**src/rtl/difftest_step_scheduler.sv**
```systemverilog
// Batches DUT commit steps into one-at-a-time checker requests and
// decodes checker results into perf pulses and a terminal halt.
module difftest_step_scheduler #(
    parameter int STEP_W       = 8,
    parameter int CNT_W        = 16,
    parameter int BATCH        = 64,
    parameter int FLUSH_CYCLES = 32,
    parameter int STALL_THRESH = 1024,
    parameter int STUCK_LIMIT  = 5000
) (
    input  logic              clock,
    input  logic              reset,
    input  logic [STEP_W-1:0] in_step,
    output logic              req_valid,
    input  logic              req_ready,
    output logic [CNT_W-1:0]  req_nstep,
    input  logic              resp_valid,
    input  logic [7:0]        resp_code,
    output logic              dut_stall,
    output logic              perf_clean,
    output logic              perf_dump,
    output logic              halted,
    output logic [7:0]        result,
    output logic              stuck,
    output logic              overflow
);

    typedef enum logic [1:0] {ACCUM, ISSUE, WAIT, HALT} state_t;

    localparam int FT_W = $clog2(FLUSH_CYCLES + 1);
    localparam int ST_W = (STUCK_LIMIT > 0) ? $clog2(STUCK_LIMIT + 1) : 1;

    localparam logic [CNT_W-1:0] BATCH_C = CNT_W'(BATCH);
    localparam logic [CNT_W-1:0] STALL_C = CNT_W'(STALL_THRESH);
    localparam logic [FT_W-1:0]  FT_LAST = FT_W'(FLUSH_CYCLES - 1);
    localparam logic [ST_W-1:0]  ST_MAX  = ST_W'(STUCK_LIMIT);
    localparam logic [ST_W-1:0]  ST_PRE  =
        ST_W'((STUCK_LIMIT > 0) ? STUCK_LIMIT - 1 : 0);

    state_t            state;
    logic [CNT_W-1:0]  acc;
    logic [FT_W-1:0]   flush_timer;
    logic [ST_W-1:0]   stuck_timer;

    logic [CNT_W:0]    sum;
    logic              carry;
    logic [CNT_W-1:0]  acc_sat;
    logic              batch_hit;
    logic              resp_term;

    assign sum     = {1'b0, acc} + (CNT_W + 1)'(in_step);
    assign carry   = sum[CNT_W] && !halted;
    // Steps are frozen once halted; overflow saturates rather than wraps.
    assign acc_sat = halted ? acc : (carry ? '1 : sum[CNT_W-1:0]);

    assign batch_hit = (acc_sat >= BATCH_C) ||
                       ((acc_sat != '0) && (flush_timer == FT_LAST));

    assign resp_term = (resp_code != 8'd0) && (resp_code != 8'd3);

    assign dut_stall = halted || (acc >= STALL_C);

    always_ff @(posedge clock or posedge reset) begin
        if (reset) begin
            state       <= ACCUM;
            acc         <= '0;
            flush_timer <= '0;
            stuck_timer <= '0;
            req_valid   <= 1'b0;
            req_nstep   <= '0;
            perf_clean  <= 1'b0;
            perf_dump   <= 1'b0;
            halted      <= 1'b0;
            result      <= 8'd0;
            stuck       <= 1'b0;
            overflow    <= 1'b0;
        end else begin
            perf_clean <= 1'b0;
            perf_dump  <= 1'b0;

            if (carry) overflow <= 1'b1;

            if (!halted) begin
                if (in_step == '0) begin
                    if (stuck_timer != ST_MAX)
                        stuck_timer <= stuck_timer + ST_W'(1);
                    if (STUCK_LIMIT > 0 && stuck_timer >= ST_PRE)
                        stuck <= 1'b1;
                end else begin
                    stuck_timer <= '0;
                end
            end

            unique case (state)
                ACCUM: begin
                    if (batch_hit) begin
                        req_nstep   <= acc_sat;
                        req_valid   <= 1'b1;
                        acc         <= '0;
                        flush_timer <= '0;
                        state       <= ISSUE;
                    end else begin
                        acc         <= acc_sat;
                        flush_timer <= (acc_sat != '0) ?
                                       flush_timer + FT_W'(1) : '0;
                    end
                end
                ISSUE: begin
                    acc <= acc_sat;
                    if (req_ready) begin
                        req_valid <= 1'b0;
                        state     <= WAIT;
                    end
                end
                WAIT: begin
                    if (resp_valid && resp_term) begin
                        result    <= (resp_code == 8'd1) ? 8'd1 : 8'd2;
                        halted    <= 1'b1;
                        perf_dump <= 1'b1;
                        state     <= HALT;
                    end else begin
                        acc <= acc_sat;
                        if (resp_valid) begin
                            perf_clean <= (resp_code == 8'd3);
                            state      <= ACCUM;
                        end
                    end
                end
                HALT: begin
                    req_valid <= 1'b0;
                end
                default: state <= ACCUM;
            endcase
        end
    end

endmodule

```
**config.mk**
```make
export PLATFORM = sky130hd
export DESIGN_NAME = difftest_step_scheduler
export DESIGN_NICKNAME = d
export VERILOG_FILES = /design/src/rtl/difftest_step_scheduler.sv
export SDC_FILE = /design/constraint.sdc
export NUM_CORES = 1
export LEC_CHECK = 0
export CORE_MARGIN = 3
export CORE_UTILIZATION = 50
export DETAILED_ROUTE_END_ITERATION = 12
export PLACE_DENSITY = 0.81
export SLEW_MARGIN = 20
export SYNTH_ARGS = -nofsm -noshare
export SYNTH_HDL_FRONTEND = slang
export SYNTH_SLANG_ARGS = --single-unit
```
**constraint.sdc**
```tcl
create_clock -name clock -period 3.47 [get_ports clock]
set_input_delay 0.8675 -clock clock [delete_from_list [all_inputs] [get_ports clock]]
set_output_delay 0.8675 -clock clock [all_outputs]
set_load 0.005 [all_outputs]
```
# After elaboration in Yosys (flattened, before gate mapping)
# Index checks and enable logic that the tools add are counted.
# op_classes
add_sub_neg	3
order_cmp	3
eq_ne	13
mux	23
bitwise_logic	1
reduce_logical	20
# ops
op	n
$mux 16	4
$pmux 16 s3	1
$mux 13	2
$add 16x8->17	1
$ge 16x11->1 const B	1
$ge 16x7->1 const B	1
$reduce_bool 16->1	1
$add 13x1->13 const B	1
$ge 13x13->1 const B	1
$ne 13x13->1 const B	1
$mux 6	2
$mux 2	5
$eq 8x1->1 const B	1
$eq 8x2->1 const B	1
$logic_not 8->1	1
$ne 8x2->1 const B	1
$reduce_and 2->1	4
$reduce_bool 8->1	1
$mux 1	7
$add 6x1->6 const B	1
$eq 6x5->1 const B	1
$ne 2x2->1 const B	3
$pmux 2 s3	1
$reduce_and 3->1	2
12 further kinds	18
# totals
register_bits	67
in_bits	20
word_cells	75

# Depth between registers and ports, before layout
# logic_depth
word_depth	9
depth_mapped	13
depth_no_buf	10

# Least setup slack after synthesis
# Ideal clock, no wire load.
# synth_timing
path_type	in2reg
from	in in_step[0]
to	reg req_nstep[12]
setup_ps	125
arrival_ps	3535
required_ps	3345
path_slack_ps	-190
cell_stages	11
path_cell_list	ha_1 -> fa_1 -> a211oi_2 -> o211a_1 -> nor3_2 -> nor4b_1 -> o221ai_2 -> nor3_4 -> a21oi_4 -> buf_6 -> mux2_4
# synth_via
elab_chain_len	8
word_cells_on_any_way	9
classes_between	1 x add/sub; 1 x order compare; 2 x mux; 5 x reduce/logical
# synth_lines
element	line	source
start, declared	13	input logic [STEP_W-1:0] in_step,
$add 16x8->17 *	51	assign sum = {1'b0, acc} + (CNT_W + 1)'(in_step);
$logic_and 1x1->1	52	assign carry = sum[CNT_W] && !halted;
$mux 16 * (2 in series)	54	assign acc_sat = halted ? acc : (carry ? '1 : sum[CNT_W-1:0]);
parallel branches: the longest is 4 deep, another holds $ge 16x7->1	-	
end signal, assigned	97	req_nstep <= acc_sat;
end, declared	16	output logic [CNT_W-1:0] req_nstep,
# Mark *: on every way between the ends.
# A chain may end at the register's enable or synchronous reset.

# Worst setup path after layout
# layout_timing
from	in in_step[1]
to	reg req_nstep[0]
# Same word-level chain as after synthesis.

==> impl_metrics.tcl <==
set metrics [dict create \
    pwr-share-clk_pct 15.5 \
    synth_top_area_share_pct 39.24 \
    async_flop_share_pct 100.0 \
    cts_num_sinks 61 \
    synth.ff_latch_count 61 \
    fp-row-count 31 \
    grt_pass1_wl_mm 16.23 \
    synth_top_area_cell "dfrtp_1" \
    maxCapViolations 0 \
    cts_tree "yes" \
    grt_pass1_vias 3414 \
    final_cells 618 \
    syn_inst 422 \
    relSlewSlack_pct 58.56 \
    final_nets 552 \
    drt_iter0_markers 387 \
    ioPinCount 51 \
    antennaDiodeCount 0 \
    synth_common_cells "dfrtp_1 (61), nand2_1 (39), nor2_1 (36)" \
    start_kind "input port" \
    via_count 3665 \
    gp_congestion 0.8846 \
    routed_via_density 5.930 \
    antenna_left 0 \
    cts_buffers 9 \
    p_int_uw 2396 \
    post-route-period-util_pct 99.43 \
    drc 0 \
    ctsHtreeMaxLevel 3 \
    setup_viol 0 \
    yosysMostFrequentCell "dfrtp_1" \
    combPwrFrac_pct 58.9 \
    yosys_warnings 0 \
    slew_violations 0 \
    synth_area_um2 3890 \
    die_h_um 94.21 \
    avgSynthCellArea_um2 9.218 \
    peakVddDrop_v 0.0006696 \
    firstDrtPassIters 5 \
    p_leak_uw 0.002363 \
    floorplan.initialDensity_pct 52.51 \
    crit_fanout 7 \
    period_minus_slack_ps 3450 \
    port_buffers 44 \
    powerDensity_nw_per_um2 786.3 \
    ys_types 69 \
    required_ps 3700 \
    final_area_um2 5223 \
    synth_edf_count 0 \
    finalHoldViolations 0 \
    overflow 0 \
    cts.clk_slew.worst_paths_ps 70 \
    timing.fmax_mhz 289.8 \
    clock_latency_ps 350 \
    hold_path.class "reg2reg" \
    numPlacedInstances 592 \
    p_sw_uw 1710 \
    worstMarginPinSlew_ps 621.6 \
    final.setup.tns_ps 0 \
    seq_power_share_pct 25.6 \
    wire_per_inst_um 17.90 \
    grt_usage_pct 23.54 \
    grt_antenna_before_repair 0 \
    syn2layout_area_growth_pct 34.26 \
    placed_area_um2 4723 \
    clockRootBuffer "clkbuf_8" \
    cp-end-kind "flop" \
    p_sw_share_pct 41.65 \
    synth_top_cells_by_area "dfrtp_1 (39%), ha_1 (5.5%), o21ai_0 (3.9%)" \
    grt_start_max_net_pins 40 \
    ys_seq_area_share_pct 39.24 \
    dp_hpwl_mm 7.226 \
    arrival_ps 3680 \
    die-area_um2 8875 \
    die_w_um 94.21 \
    wl_mm 11.06 \
    clockBufferDepth 2 \
    status "finished, final reports clean" \
    finClkSkew_ps 4.421 \
    fp.coreArea_um2 7408 \
    synth_top_flop_cell "dfrtp_1" \
    critPathKind "in2reg" \
    drive_above_1_share_pct 23.31 \
]
## logic make-up after synthesis
| group | count (synthesis) | synth area share [%] |
|---|---|---|
| other | 1 | 0.09640 |
| adders and majority gates | 18 | 5.983 |
| xor gates and xnor gates | 17 | 3.828 |
| DFF | 61 | 39.24 |
| muxes | 20 | 5.597 |
| and+or+nand+nor | 148 | 19.52 |
| AOI/OAI and AO/OA | 111 | 20.23 |
| buffers and inverters | 46 | 5.500 |
## layout make-up
| type | instances | area, µm² |
|---|---|---|
| multi-input cells | 320 | 2427 |
| fillers | 522 | 2186 |
| flip-flops and latches | 61 | 1526 |
| repair buffers | 95 | 850.8 |
| clock buffers | 12 | 145.1 |
| well taps | 99 | 123.9 |
| inverters | 27 | 101.3 |
| clock inverters | 4 | 47.55 |
## power groups by stage
stage / registers (µW) / logic (µW) / clock network [µW]
floorplan: 987 / 1320 / 0
global placement: 1030 / 1980 / 0
detailed placement: 1030 / 2050 / 0
CTS: 1020 / 2120 / 640
global route: 1060 / 2600 / 669
finish: 1050 / 2420 / 636
## sequential cells by signal, summed over array words and instances, names as in the netlist
| name | cells |
|---|---|
| acc | 16 |
| flush_timer | 6 |
| halted | 1 |
| overflow | 1 |
| perf_clean | 1 |
| perf_dump | 1 |
| req_nstep | 16 |
| req_valid | 1 |
| result | 2 |
| state | 2 |
| stuck | 1 |
| stuck_timer | 13 |
## cells in the final DEF (no fill, tap or decap), types with 3 or more instances in the layout
cell type	netlist	layout
ha_4	0	6
nand2b_1	6	5
dfrtp_1	61	61
inv_1	26	25
a31oi_1	7	5
o211ai_1	4	4
clkdlybuf4s50_1	0	37
nand4_1	3	3
and3_1	11	8
clkbuf_8	0	10
nor2_1	36	36
mux2_4	2	8
o22ai_1	7	6
dlymetal6s2s_1	0	5
mux2i_1	12	12
a21o_1	4	4
buf_4	7	48
ha_1	17	11
conb_1	1	6
nor4_1	4	3
xor2_1	8	8
and3_4	0	3
nor3_1	8	7
xnor2_1	9	9
nand3_1	17	16
or2_2	4	4
nor2b_1	4	4
a21oi_1	25	23
nand2_1	39	39
o21ai_0	30	30
## metrics by stage
step	util (%)	power [µW]	setup slack, ps	hold WS, ps
finish	70.49	4106	19.84	484.9
global route	70.49	4329	-50.71	517.6
CTS	67.17	3785	2.877	481.9
detailed placement	63.76	3081	-549.4	464.6
global placement	63.76	3005	-459.4	451.1
floorplan	-	2308	-10.59	456.0
## final timing paths
kind                       slack [ps]      endpoint  startpoint  cells past startpoint
max                                20  req_nstep[0]  in_step[1]                     13
min                               480         stuck       stuck                      1
max reg2reg                       210  req_nstep[0]      acc[0]                     12
min reg2reg                       480         stuck       stuck                      1
max in group asynchronous        2150        acc[2]       reset                      3
min in group asynchronous         880     perf_dump       reset                      3
## routing by layer
| metal | vias to the layer above | share of wire (%) | wire length [µm] | track usage, % |
|---|---|---|---|---|
| li1 | 1679 | - | - | - |
| met1 | 1779 | 43 | 4736 | 30.93 |
| met2 | 169 | 48 | 5314 | 37.83 |
| met3 | 38 | 5.7 | 631 | 3.446 |
| met4 | 0 | 3.4 | 379 | 11.67 |
| met5 | - | 0 | 0 | 0 |
## critical path, cell delays in order
cell and delay, ps:
clkdlybuf4s15_1 200, buf_4 150, fa_2 380, buf_4 170
a21o_2 180, a21oi_1 220, xnor2_1 130, o32a_1 310
nor4_2 340, nand2b_4 210, a21oi_4 70, buf_12 150
mux2_4 300
## repair_timing
item / in CTS / in global routing
pin swaps: 9 / 15
buffers inserted: 3 / 7
setup endpoints to repair: 29 / 33
resized for setup: 9 / 36
cloned: 0 / 0
hold buffers: 0 / 0
endpoints found under the hold margin: 0 / 0
No activity file was read; power rests on OpenSTA's default activity.
